## src/rtl/aha_cgra_sif_arbiter_if.sv

```systemverilog
// Bundle of both requester channels and the CGRA simple data port that the
// arbiter multiplexes between them.
interface aha_cgra_sif_arbiter_if;
   logic        req0_valid;
   logic        req0_write;
   logic [31:0] req0_addr;
   logic [7:0]  req0_wstrb;
   logic [63:0] req0_wdata;
   logic        req0_ready;
   logic [63:0] req0_rdata;
   logic        req0_rvalid;

   logic        req1_valid;
   logic        req1_write;
   logic [31:0] req1_addr;
   logic [7:0]  req1_wstrb;
   logic [63:0] req1_wdata;
   logic        req1_ready;
   logic [63:0] req1_rdata;
   logic        req1_rvalid;

   logic [31:0] sif_wr_addr;
   logic [7:0]  sif_wr_en;
   logic [63:0] sif_wr_data;
   logic [31:0] sif_rd_addr;
   logic        sif_rd_en;
   logic [63:0] sif_rd_data;

   // Arbiter view: consumes requests, drives the CGRA port.
   modport slave (
      input  req0_valid, req0_write, req0_addr, req0_wstrb, req0_wdata,
      output req0_ready, req0_rdata, req0_rvalid,
      input  req1_valid, req1_write, req1_addr, req1_wstrb, req1_wdata,
      output req1_ready, req1_rdata, req1_rvalid,
      output sif_wr_addr, sif_wr_en, sif_wr_data, sif_rd_addr, sif_rd_en,
      input  sif_rd_data
   );

   // Environment view: requesters plus the CGRA data port itself.
   modport master (
      output req0_valid, req0_write, req0_addr, req0_wstrb, req0_wdata,
      input  req0_ready, req0_rdata, req0_rvalid,
      output req1_valid, req1_write, req1_addr, req1_wstrb, req1_wdata,
      input  req1_ready, req1_rdata, req1_rvalid,
      input  sif_wr_addr, sif_wr_en, sif_wr_data, sif_rd_addr, sif_rd_en,
      output sif_rd_data
   );
endinterface

```

## src/rtl/aha_cgra_sif_arbiter.sv

```systemverilog
// Round-robin arbiter with bounded burst hold sharing the CGRA simple data
// port between two requesters; tracks the fixed-latency read and returns data.
module aha_cgra_sif_arbiter #(
   parameter int CGRA_RD_WS = 1,
   parameter int MAX_BURST  = 4
) (
   input logic                   clk,
   input logic                   rst_n,
   aha_cgra_sif_arbiter_if.slave sif
);

   typedef enum logic [1:0] {
      IDLE,
      RD_WAIT,
      RD_RET
   } state_t;

   localparam logic [3:0] MAX_HOLD     = 4'(MAX_BURST);
   localparam logic [3:0] RD_WAIT_INIT = 4'(CGRA_RD_WS);

   state_t      state;
   logic        last_owner;
   logic        rd_owner;
   logic [3:0]  hold_cnt;
   logic [3:0]  wait_cnt;

   logic        grant_any;
   logic        grant1;
   logic        owner_keeps;
   logic        sel_write;
   logic [31:0] sel_addr;
   logic [7:0]  sel_wstrb;
   logic [63:0] sel_wdata;

   // hold_cnt==0 only right after reset, where nobody owns the port yet and
   // the round-robin pointer (last_owner=1) hands the first contest to req0.
   always_comb begin
      grant_any   = 1'b0;
      grant1      = 1'b0;
      owner_keeps = (hold_cnt != 4'd0) && (hold_cnt < MAX_HOLD);
      if (state == IDLE) begin
         if (sif.req0_valid && sif.req1_valid) begin
            grant_any = 1'b1;
            grant1    = owner_keeps ? last_owner : ~last_owner;
         end else if (sif.req0_valid) begin
            grant_any = 1'b1;
         end else if (sif.req1_valid) begin
            grant_any = 1'b1;
            grant1    = 1'b1;
         end
      end
   end

   assign sif.req0_ready = rst_n & grant_any & ~grant1;
   assign sif.req1_ready = rst_n & grant_any & grant1;

   assign sel_write = grant1 ? sif.req1_write : sif.req0_write;
   assign sel_addr  = grant1 ? sif.req1_addr  : sif.req0_addr;
   assign sel_wstrb = grant1 ? sif.req1_wstrb : sif.req0_wstrb;
   assign sel_wdata = grant1 ? sif.req1_wdata : sif.req0_wdata;

   // Strobes and pulses default low each cycle; addresses, write data and
   // read data registers hold their last value.
   always_ff @(posedge clk or negedge rst_n) begin
      if (!rst_n) begin
         state           <= IDLE;
         last_owner      <= 1'b1;
         rd_owner        <= 1'b0;
         hold_cnt        <= 4'd0;
         wait_cnt        <= 4'd0;
         sif.sif_wr_addr <= '0;
         sif.sif_wr_en   <= '0;
         sif.sif_wr_data <= '0;
         sif.sif_rd_addr <= '0;
         sif.sif_rd_en   <= 1'b0;
         sif.req0_rdata  <= '0;
         sif.req0_rvalid <= 1'b0;
         sif.req1_rdata  <= '0;
         sif.req1_rvalid <= 1'b0;
      end else begin
         sif.sif_wr_en   <= '0;
         sif.sif_rd_en   <= 1'b0;
         sif.req0_rvalid <= 1'b0;
         sif.req1_rvalid <= 1'b0;
         case (state)
            IDLE: begin
               if (grant_any) begin
                  if (grant1 != last_owner) begin
                     last_owner <= grant1;
                     hold_cnt   <= 4'd1;
                  end else if (hold_cnt < MAX_HOLD) begin
                     hold_cnt   <= hold_cnt + 4'd1;
                  end
                  if (sel_write) begin
                     sif.sif_wr_addr <= sel_addr;
                     sif.sif_wr_data <= sel_wdata;
                     sif.sif_wr_en   <= sel_wstrb;
                  end else begin
                     sif.sif_rd_addr <= sel_addr;
                     sif.sif_rd_en   <= 1'b1;
                     rd_owner        <= grant1;
                     wait_cnt        <= RD_WAIT_INIT;
                     state           <= RD_WAIT;
                  end
               end
            end
            RD_WAIT: begin
               if (wait_cnt == 4'd0) begin
                  state <= RD_RET;
               end else begin
                  wait_cnt <= wait_cnt - 4'd1;
               end
            end
            RD_RET: begin
               // The CGRA data is valid during this cycle; capture it so the
               // owner sees RVALID with stable RDATA in the next IDLE cycle.
               if (rd_owner) begin
                  sif.req1_rdata  <= sif.sif_rd_data;
                  sif.req1_rvalid <= 1'b1;
               end else begin
                  sif.req0_rdata  <= sif.sif_rd_data;
                  sif.req0_rvalid <= 1'b1;
               end
               state <= IDLE;
            end
            default: state <= IDLE;
         endcase
      end
   end

endmodule

```

## src/flat_wrapper.sv

```systemverilog
// flat-port wrapper written by rule: the top's interface ports become plain ports
module aha_cgra_sif_arbiter_flat 
#(
   parameter int CGRA_RD_WS = 1,
   parameter int MAX_BURST  = 4
)
  (clk, rst_n, sif_req0_valid, sif_req0_write, sif_req0_addr, sif_req0_wstrb, sif_req0_wdata, sif_req0_ready, sif_req0_rdata, sif_req0_rvalid, sif_req1_valid, sif_req1_write, sif_req1_addr, sif_req1_wstrb, sif_req1_wdata, sif_req1_ready, sif_req1_rdata, sif_req1_rvalid, sif_sif_wr_addr, sif_sif_wr_en, sif_sif_wr_data, sif_sif_rd_addr, sif_sif_rd_en, sif_sif_rd_data);
  aha_cgra_sif_arbiter_if sif_i ();
  input logic clk;
  input logic rst_n;
  input wire logic [$bits(sif_i.req0_valid)-1:0] sif_req0_valid;
  input wire logic [$bits(sif_i.req0_write)-1:0] sif_req0_write;
  input wire logic [$bits(sif_i.req0_addr)-1:0] sif_req0_addr;
  input wire logic [$bits(sif_i.req0_wstrb)-1:0] sif_req0_wstrb;
  input wire logic [$bits(sif_i.req0_wdata)-1:0] sif_req0_wdata;
  output wire logic [$bits(sif_i.req0_ready)-1:0] sif_req0_ready;
  output wire logic [$bits(sif_i.req0_rdata)-1:0] sif_req0_rdata;
  output wire logic [$bits(sif_i.req0_rvalid)-1:0] sif_req0_rvalid;
  input wire logic [$bits(sif_i.req1_valid)-1:0] sif_req1_valid;
  input wire logic [$bits(sif_i.req1_write)-1:0] sif_req1_write;
  input wire logic [$bits(sif_i.req1_addr)-1:0] sif_req1_addr;
  input wire logic [$bits(sif_i.req1_wstrb)-1:0] sif_req1_wstrb;
  input wire logic [$bits(sif_i.req1_wdata)-1:0] sif_req1_wdata;
  output wire logic [$bits(sif_i.req1_ready)-1:0] sif_req1_ready;
  output wire logic [$bits(sif_i.req1_rdata)-1:0] sif_req1_rdata;
  output wire logic [$bits(sif_i.req1_rvalid)-1:0] sif_req1_rvalid;
  output wire logic [$bits(sif_i.sif_wr_addr)-1:0] sif_sif_wr_addr;
  output wire logic [$bits(sif_i.sif_wr_en)-1:0] sif_sif_wr_en;
  output wire logic [$bits(sif_i.sif_wr_data)-1:0] sif_sif_wr_data;
  output wire logic [$bits(sif_i.sif_rd_addr)-1:0] sif_sif_rd_addr;
  output wire logic [$bits(sif_i.sif_rd_en)-1:0] sif_sif_rd_en;
  input wire logic [$bits(sif_i.sif_rd_data)-1:0] sif_sif_rd_data;
  assign sif_i.req0_valid = sif_req0_valid;
  assign sif_i.req0_write = sif_req0_write;
  assign sif_i.req0_addr = sif_req0_addr;
  assign sif_i.req0_wstrb = sif_req0_wstrb;
  assign sif_i.req0_wdata = sif_req0_wdata;
  assign sif_req0_ready = sif_i.req0_ready;
  assign sif_req0_rdata = sif_i.req0_rdata;
  assign sif_req0_rvalid = sif_i.req0_rvalid;
  assign sif_i.req1_valid = sif_req1_valid;
  assign sif_i.req1_write = sif_req1_write;
  assign sif_i.req1_addr = sif_req1_addr;
  assign sif_i.req1_wstrb = sif_req1_wstrb;
  assign sif_i.req1_wdata = sif_req1_wdata;
  assign sif_req1_ready = sif_i.req1_ready;
  assign sif_req1_rdata = sif_i.req1_rdata;
  assign sif_req1_rvalid = sif_i.req1_rvalid;
  assign sif_sif_wr_addr = sif_i.sif_wr_addr;
  assign sif_sif_wr_en = sif_i.sif_wr_en;
  assign sif_sif_wr_data = sif_i.sif_wr_data;
  assign sif_sif_rd_addr = sif_i.sif_rd_addr;
  assign sif_sif_rd_en = sif_i.sif_rd_en;
  assign sif_i.sif_rd_data = sif_sif_rd_data;
  aha_cgra_sif_arbiter #(.CGRA_RD_WS(CGRA_RD_WS), .MAX_BURST(MAX_BURST)) u_core (.clk(clk), .rst_n(rst_n), .sif(sif_i));
endmodule
```

## config.mk

```make
export PLATFORM = sky130hd
export DESIGN_NAME = aha_cgra_sif_arbiter_flat
export DESIGN_NICKNAME = d
export VERILOG_FILES = /design/src/rtl/aha_cgra_sif_arbiter_if.sv /design/src/rtl/aha_cgra_sif_arbiter.sv /design/src/flat_wrapper.sv
export SDC_FILE = /design/constraint.sdc
export NUM_CORES = 1
export LEC_CHECK = 0
export ABC_AREA = 0
export BUFFER_PORTS_ARGS = -buffer_cell sky130_fd_sc_hd__buf_4
export CAP_MARGIN = 20
export CORE_AREA = 3 3 213 215
export CTS_BUF_LIST = sky130_fd_sc_hd__clkbuf_4
export CTS_CLUSTER_SIZE = 40
export DETAILED_ROUTE_END_ITERATION = 8
export DIE_AREA = 0 0 216 218
export SLEW_MARGIN = 20
export SYNTH_ARGS = -nofsm -noshare
export SYNTH_HDL_FRONTEND = slang
export SYNTH_SLANG_ARGS = --single-unit
```

## constraint.sdc

```tcl
create_clock -name clk -period 3.6 [get_ports clk]
set_input_delay 0.54 -clock clk [delete_from_list [all_inputs] [get_ports clk]]
set_output_delay 0.54 -clock clk [all_outputs]
set_load 0.03 [all_outputs]
```

==> metrics, run 1 <==
Layout Nets=1,958; WP data arrival=2.85 ns; worst skew pair latency=0.70 ns; Tot Pwr=18.3 mW; WHS Path Cells=3; PwrDens=968 mW/mm^2; crit path time final=3.39 ns; highest clock rate=0.295 GHz; leakage=9.74 nW; final worst slack=0.214 ns; CTS sink count=279; drc violations=0; Util after Layout=43.0%; Clock Power Share=15.8%; full die area=0.0471 mm^2; Worst-Margin Slew=0.994 ns; Cell variety after synth=40; Adder-Cell Fraction of Synth Area=0.410%; setup TNS=0 ns; RSZ-0062 raised after global routing=no; Synth async-reset ratio=100%; Final Hold Fails=0; VDD IR max=0.447 mV; multi-input logic area=0.00461 mm^2; H-tree depth=3; Synth Net Count=1,274; WHS Endpoint=u_core.sif.sif_rd_addr[11]; worst-case reg-to-reg path depth=7; I/O Buffers=546; WL final=40,900 um; Worst Hold Launch=sif_req1_addr[11]; # rows=77; FF-to-FF End=u_core.sif.sif_wr_data[50]; critical path class=flop to output port; critical path peak fanout=32; first-pass GRT wire length=61,200 um; share of cells above drive strength 1=53.1%; die height=218 um; simple-gate share of the synthesized area=7.74%; Iteration-0 DRC Markers=589; Post-synth EDFFs=0; vias=10,312; CTS root buf=clkbuf_4; initial antenna violation count=1; DRT antenna net count=0; Worst Skew=0.0377 ns; Switching Fraction=43.3%; Post-DP Area=0.0170 mm^2; slew margin rel.=33.7%; post-DP HPWL=29,400 um; Final Wtd Congestion=0.830; HP Class=primary input to flop; clk slew on worst S/H paths=0.06 ns; Final Max Tran Viols=0; Internal=10.4 mW; CTS Buffer Depth=3; wire length per cell=17.6 um; xor/xnor share of the synthesized area=0.215%; Seq. cell area=0.00698 mm^2; Remaining Overflow, GRT=0; reg2reg setup slack=0.51 ns; filler cell count=4,162; post-synthesis sequential area ratio=57.2%; Synth Area in Compound Gates=3.54%; DR pass1 iterations=9; mux cell area share after synthesis=25.5%; endpoint type of the worst setup path=output port; die width=216 um; Main synth FF type=dfrtp_1; P&R area growth vs syn=54.9%; CP startpoint kind=flop; largest net degree at the start of global routing=146; I/O pin cnt=547; synthesis-stage register bit count=279; Avg Synthesized Cell Area=12.3 um^2; CTS tree=done; Vias per Instance=4.43; switching pwr=7.92 mW; Mapped Area=0.0122 mm^2; main combinational cell family by area after synthesis=multiplexers; Starting Density=27.8%; pre-CTS WS=0.604 ns; max cap viols=0; run status=complete, no violations; worst flop-to-flop path startpoint=u_core.hold_cnt[0]; Core Box Area=0.0439 mm^2; Final period util=94.0%; register share of total power=30.6%; vias in the first global route=10,626; final setup vio count=0; cell area after layout=0.0189 mm^2; combinational power share=53.6%; Mapped Cells=992; number of synthesis warnings=0; Critical Path RT=3.06 ns; Num CTS Buffers=81; overall routing resource usage=16.7%
sequential cells by signal, summed over array words and instances, names as in the netlist:
name	cells
u_core.sif.req0_rdata	64
u_core.sif.req1_rdata	64
u_core.sif.sif_wr_data	64
u_core.sif.sif_rd_addr	32
u_core.sif.sif_wr_addr	32
u_core.sif.sif_wr_en	8
u_core.hold_cnt	4
u_core.wait_cnt	4
u_core.state	2
u_core.last_owner	1
u_core.rd_owner	1
u_core.sif.req0_rvalid	1
u_core.sif.req1_rvalid	1
u_core.sif.sif_rd_en	1
worst max path at each step:
stage                        from                         end  slack, ns
2_1_floorplan  u_core.hold_cnt[0]              sif_req1_ready       0.80
5_1_grt        u_core.hold_cnt[0]              sif_req0_ready      0.006
6_report       u_core.hold_cnt[0]              sif_req0_ready       0.21
4_1_cts        u_core.hold_cnt[0]              sif_req1_ready       0.07
3_5_place_dp   u_core.hold_cnt[0]  u_core.sif.sif_wr_addr[25]       0.60
3_3_place_gp   u_core.hold_cnt[0]  u_core.sif.sif_wr_addr[18]       0.66
metrics by stage:
stage / instances / hold slack [ns]
2_1_floorplan: 992 / 0.244
3_3_place_gp: 2095 / 0.460
3_5_place_dp: 2095 / 0.463
4_1_cts: 2325 / 0.000540
5_1_grt: 2326 / 0.0223
6_report: 2326 / 0.112
what timing repair did:
action,4_1_cts,5_1_grt
setup endpoints to repair,1,1
cloned,1,0
pin swaps,1,0
resized for setup,1,0
hold buffers,90,0
hold endpoints to repair,198,0
setup buffers,0,0
worst max-delay path, cell delays in order, from the launching register on:
cell	delay (ns)
dfrtp_1	0.37
inv_1	0.07
ha_1	0.24
o311a_1	0.44
a211o_4	0.52
and3_1	0.31
buf_4	0.17
power groups by stage:
stage                     clock network (mW)  logic, mW  registers (mW)
final                                   2.89       9.81            5.60
after global routing                    3.18       10.3            5.81
after CTS                               3.01       9.91            5.61
after detailed placement                   0       9.77            5.64
after global placement                     0       9.65            5.61
after floorplan                            0       3.08            8.46
cell families after synthesis:
kind of cell / count (synthesis)
AOI/OAI and AO/OA: 47
buffers and inverters: 159
xor gates and xnor gates: 3
adders and majority gates: 4
and+or+nand+nor: 233
DFF: 279
muxes: 267
metal layers:
metal / vias up / track usage, % / part of all wire (%)
met5: - / 0 / 0
met4: 0 / 8.36 / 4.1
met3: 100 / 4.58 / 6.4
met2: 402 / 28.7 / 51
met1: 5047 / 19.1 / 39
li1: 4763 / - / -
synth_stat cells (4+ instances only):
cell type / number / area (um^2)
ha_1: 4 / 50.1
mux2_4: 41 / 616
nand2_1: 195 / 732
buf_2: 17 / 85.1
mux2_2: 184 / 2070
buf_6: 5 / 56.3
inv_1: 105 / 394
nor2b_1: 4 / 25.0
nand3_1: 4 / 20.0
dfrtp_1: 278 / 6960
mux2i_1: 42 / 420
a222oi_1: 32 / 320
nor2_1: 13 / 48.8
clkbuf_1: 29 / 109
cell usage in the layout, fill, tap and decap left out, drive strengths merged, types with 2 or more instances in the layout:
master	synthesis	final
buf	25	564
dfrtp	278	278
mux2	225	225
nand2	195	195
clkbuf	29	113
inv	105	108
dlygate4sd3	0	90
mux2i	42	42
a222oi	32	32
clkinv	0	22
nor2	13	13
nor2b	4	4
nand3	4	4
ha	4	4
nor4	3	3
xnor2	3	3
and2	3	3
nor3	3	3
diode	0	2
and3	2	2
a31oi	2	2
a21oi	2	2
o21ai	2	2
or3b	2	2
a211o	1	2
area by class of cell:
cell class	count	area share, %
Antenna cell	2	0.0265
Tap cell	592	3.92
Sequential cell	279	36.9
Inverter	105	2.09
Timing Repair Buffer	654	27.5
Multi-Input combinational cell	555	24.4
Clock inverter	26	0.695
Clock buffer	113	4.49
Note: power is estimated with default switching activity, not from simulation.
==> run 2, diff against run 1 <==
Settings changed: BUFFER_PORTS_ARGS -buffer_cell sky130_fd_sc_hd__buf_4 to default, DONT_BUFFER_PORTS from default to 1, REMOVE_ABC_BUFFERS from default to 1.
==> run 2 against run 1 <==
Net effect: the run now ends with hold timing left; clock power rose by 6%; largest power group is now sequential cells; final cell count fell by 15%; global-route usage barely moved; die area did not move; register-to-register slack got worse by 0.24 ns.
==> metrics, run 2 (same netlist as run 1, synthesis figures left out) <==
run status=finished with violations; failing checks=hold timing; Starting Density=27.8% (unchanged); P&R area growth vs syn=37.9%; Worst-Margin Slew=0.929 ns (-0.0654 ns); filler cell count=4,191 (+0.70%); DR pass1 iterations=7 (-2); overall routing resource usage=16.7% (+0.029 points); Critical Path Max Stage Delay=0.54 ns (+0.02 ns); Num CTS Buffers=78 (-3.7%); WP data arrival=2.81 ns (-0.04 ns); vias=9,268 (-10%); WL final=40,000 um (-2.2%); CTS Buffer Depth=3 (unchanged); I/O pin cnt=547 (unchanged); worst skew pair latency=0.75 ns (+0.05 ns); max cap viols=0 (unchanged); first-pass GRT wire length=60,700 um (-0.70%); critical path class=flop to output port; Tot Pwr=16.6 mW (-9.1%); share of cells above drive strength 1=26.9% (-26 points); highest clock rate=0.298 GHz (+0.94%); # rows=77 (unchanged); Final Hold Fails=279 (+279); CTS sink count=279 (unchanged); most frequent cells in the layout=dlygate4sd3_1 (287), dfrtp_1 (278), nand2_1 (195), mux2_2 (184), clkbuf_4 (105); Critical Path RT=3.06 ns (about the same); CTS tree=done; Vias per Instance=4.69 (+5.7%); wire length per cell=20.2 um (+15%); full die area=0.0471 mm^2 (unchanged); RSZ-0062 raised after global routing=no; # hold bufs at CTS=287 (+220%); Worst path slowest cell=nor2_1; Final Wtd Congestion=0.781 (-6.0%); most common cell after layout, fill and taps aside=dlygate4sd3_1; setup TNS=0 ns (unchanged); post-DP HPWL=23,900 um (-19%); Core Box Area=0.0439 mm^2 (unchanged); endpoint type of the worst setup path=output port; DRT antenna net count=0 (unchanged); drc violations=0 (unchanged); worst-case reg-to-reg path depth=9 (+2); final setup vio count=0 (unchanged); H-tree depth=3 (unchanged); CTS root buf=clkbuf_4; leakage=7.90 nW (-19%); crit path time final=3.35 ns (-0.0317 ns); clk slew on worst S/H paths=0.06 ns (about the same); Remaining Overflow, GRT=0 (unchanged); I/O Buffers=0 (-100%); Critical Path, Cell by Cell=inv_1 -> ha_1 -> o311a_4 -> a211o_4 -> nor2_1; worst hold margin=-0.480 ns (-0.592 ns); largest net degree at the start of global routing=282 (+93%); initial antenna violation count=4 (+3); critical path peak fanout=4 (-88%); VDD IR max=0.502 mV (+12%); vias in the first global route=10,303 (-3.0%); Iteration-0 DRC Markers=595 (+1.0%); slew margin rel.=38.1% (+4.4 points); die width=216 um (unchanged); HP Class=primary input to asynchronous set/reset pin; Layout Nets=1,604 (-18%); Worst Skew=0.0507 ns (+0.0130 ns); die height=218 um (unchanged); Top Registers=u_core.sif.req0_rdata: 64 flops, u_core.sif.req1_rdata: 64 flops, u_core.sif.sif_wr_data: 64 flops; PwrDens=988 mW/mm^2 (+2.1%); CP startpoint kind=flop; Final Max Tran Viols=0 (unchanged); Final period util=93.2% (-0.88 points)
run 2: cell types whose count changed in the layout (fill, tap and decap cells not counted), sizes merged:
cell         before  now
dlygate4sd3      90  287
clkbuf          113  105
buf             564   16
clkinvlp          0    3
bufinv            1    4
inv             108  106
diode             2    5
clkinv           22   26
run 2: area by class of cell:
| type | instances | area, um^2 | share of cell area (%) |
|---|---|---|---|
| well taps | 592 | 741 | 4.40 |
| inverters | 105 | 397 | 2.36 |
| clock buffers | 105 | 788 | 4.68 |
| flip-flops and latches | 279 | 6980 | 41.5 |
| clock inverters | 34 | 254 | 1.51 |
| multi-input cells | 555 | 4630 | 27.5 |
| repair buffers | 303 | 3020 | 18.0 |
| diodes | 5 | 12.5 | 0.0744 |
run 2: power breakdown:
part	total, mW	internal, mW	leakage [nW]	switching (mW)
combinational	4.53	2.73	4.03	1.80
sequential	9.03	4.65	3.27	4.38
clock	3.07	1.66	0.595	1.42
total	16.6	9.03	7.90	7.60
run 2: metrics by stage:
stage / worst slack [ns] / util [%] / area (um^2) / hold slack, ns / std cells
after detailed placement: 0.566 / 29.2 / 12800 / 0.252 / 1545
after floorplan: -2.49 / - / 11900 / 0.244 / 938
final: 0.246 / 38.3 / 16800 / -0.480 / 1978
after CTS: 0.0439 / 38.2 / 16800 / -0.670 / 1973
after global placement: 0.678 / 29.2 / 12800 / 0.252 / 1545
after global routing: 0.0472 / 38.3 / 16800 / -0.637 / 1976
run 2: worst max-delay path: cells and delay by family, from the launching register on:
family	cells	cell delay, ns
compound gates	2	0.82
simple gates	1	0.54
buf+inv	1	0.07
fa+ha+maj	1	0.28
flops	1	0.37
run 2: worst paths after layout:
| check | from | endpoint | slack [ns] |
|---|---|---|---|
| max in group asynchronous | rst_n | u_core.sif.req0_rdata[3] | 3.68 |
| min in group clk | sif_req0_addr[7] | u_core.sif.sif_wr_addr[7] | 0.16 |
| worst max register to register | u_core.hold_cnt[0] | u_core.sif.sif_rd_addr[24] | 0.27 |
| worst max-delay path | u_core.hold_cnt[0] | sif_req1_ready | 0.25 |
| worst min-delay path | rst_n | u_core.sif.sif_wr_data[8] | -0.48 |
| worst min register to register | u_core.hold_cnt[1] | u_core.hold_cnt[1] | 0.55 |
run 2: timing repair:
action | CTS | global route
setup endpoints to repair | 2 | 7
endpoints found under the hold margin | 529 | 279
gates resized for setup | 4 | 2
cloned | 1 | 0
buffers inserted | 1 | 0
pin swaps | 1 | 0
run 2: layer usage:
layer  wire (um)  share of wire (%)  track usage [%]
met5           0                  0                0
met1       14300                 36             17.8
met2       19800                 49             28.0
met4        1520                3.8             9.10
met3        4410                 11             7.12
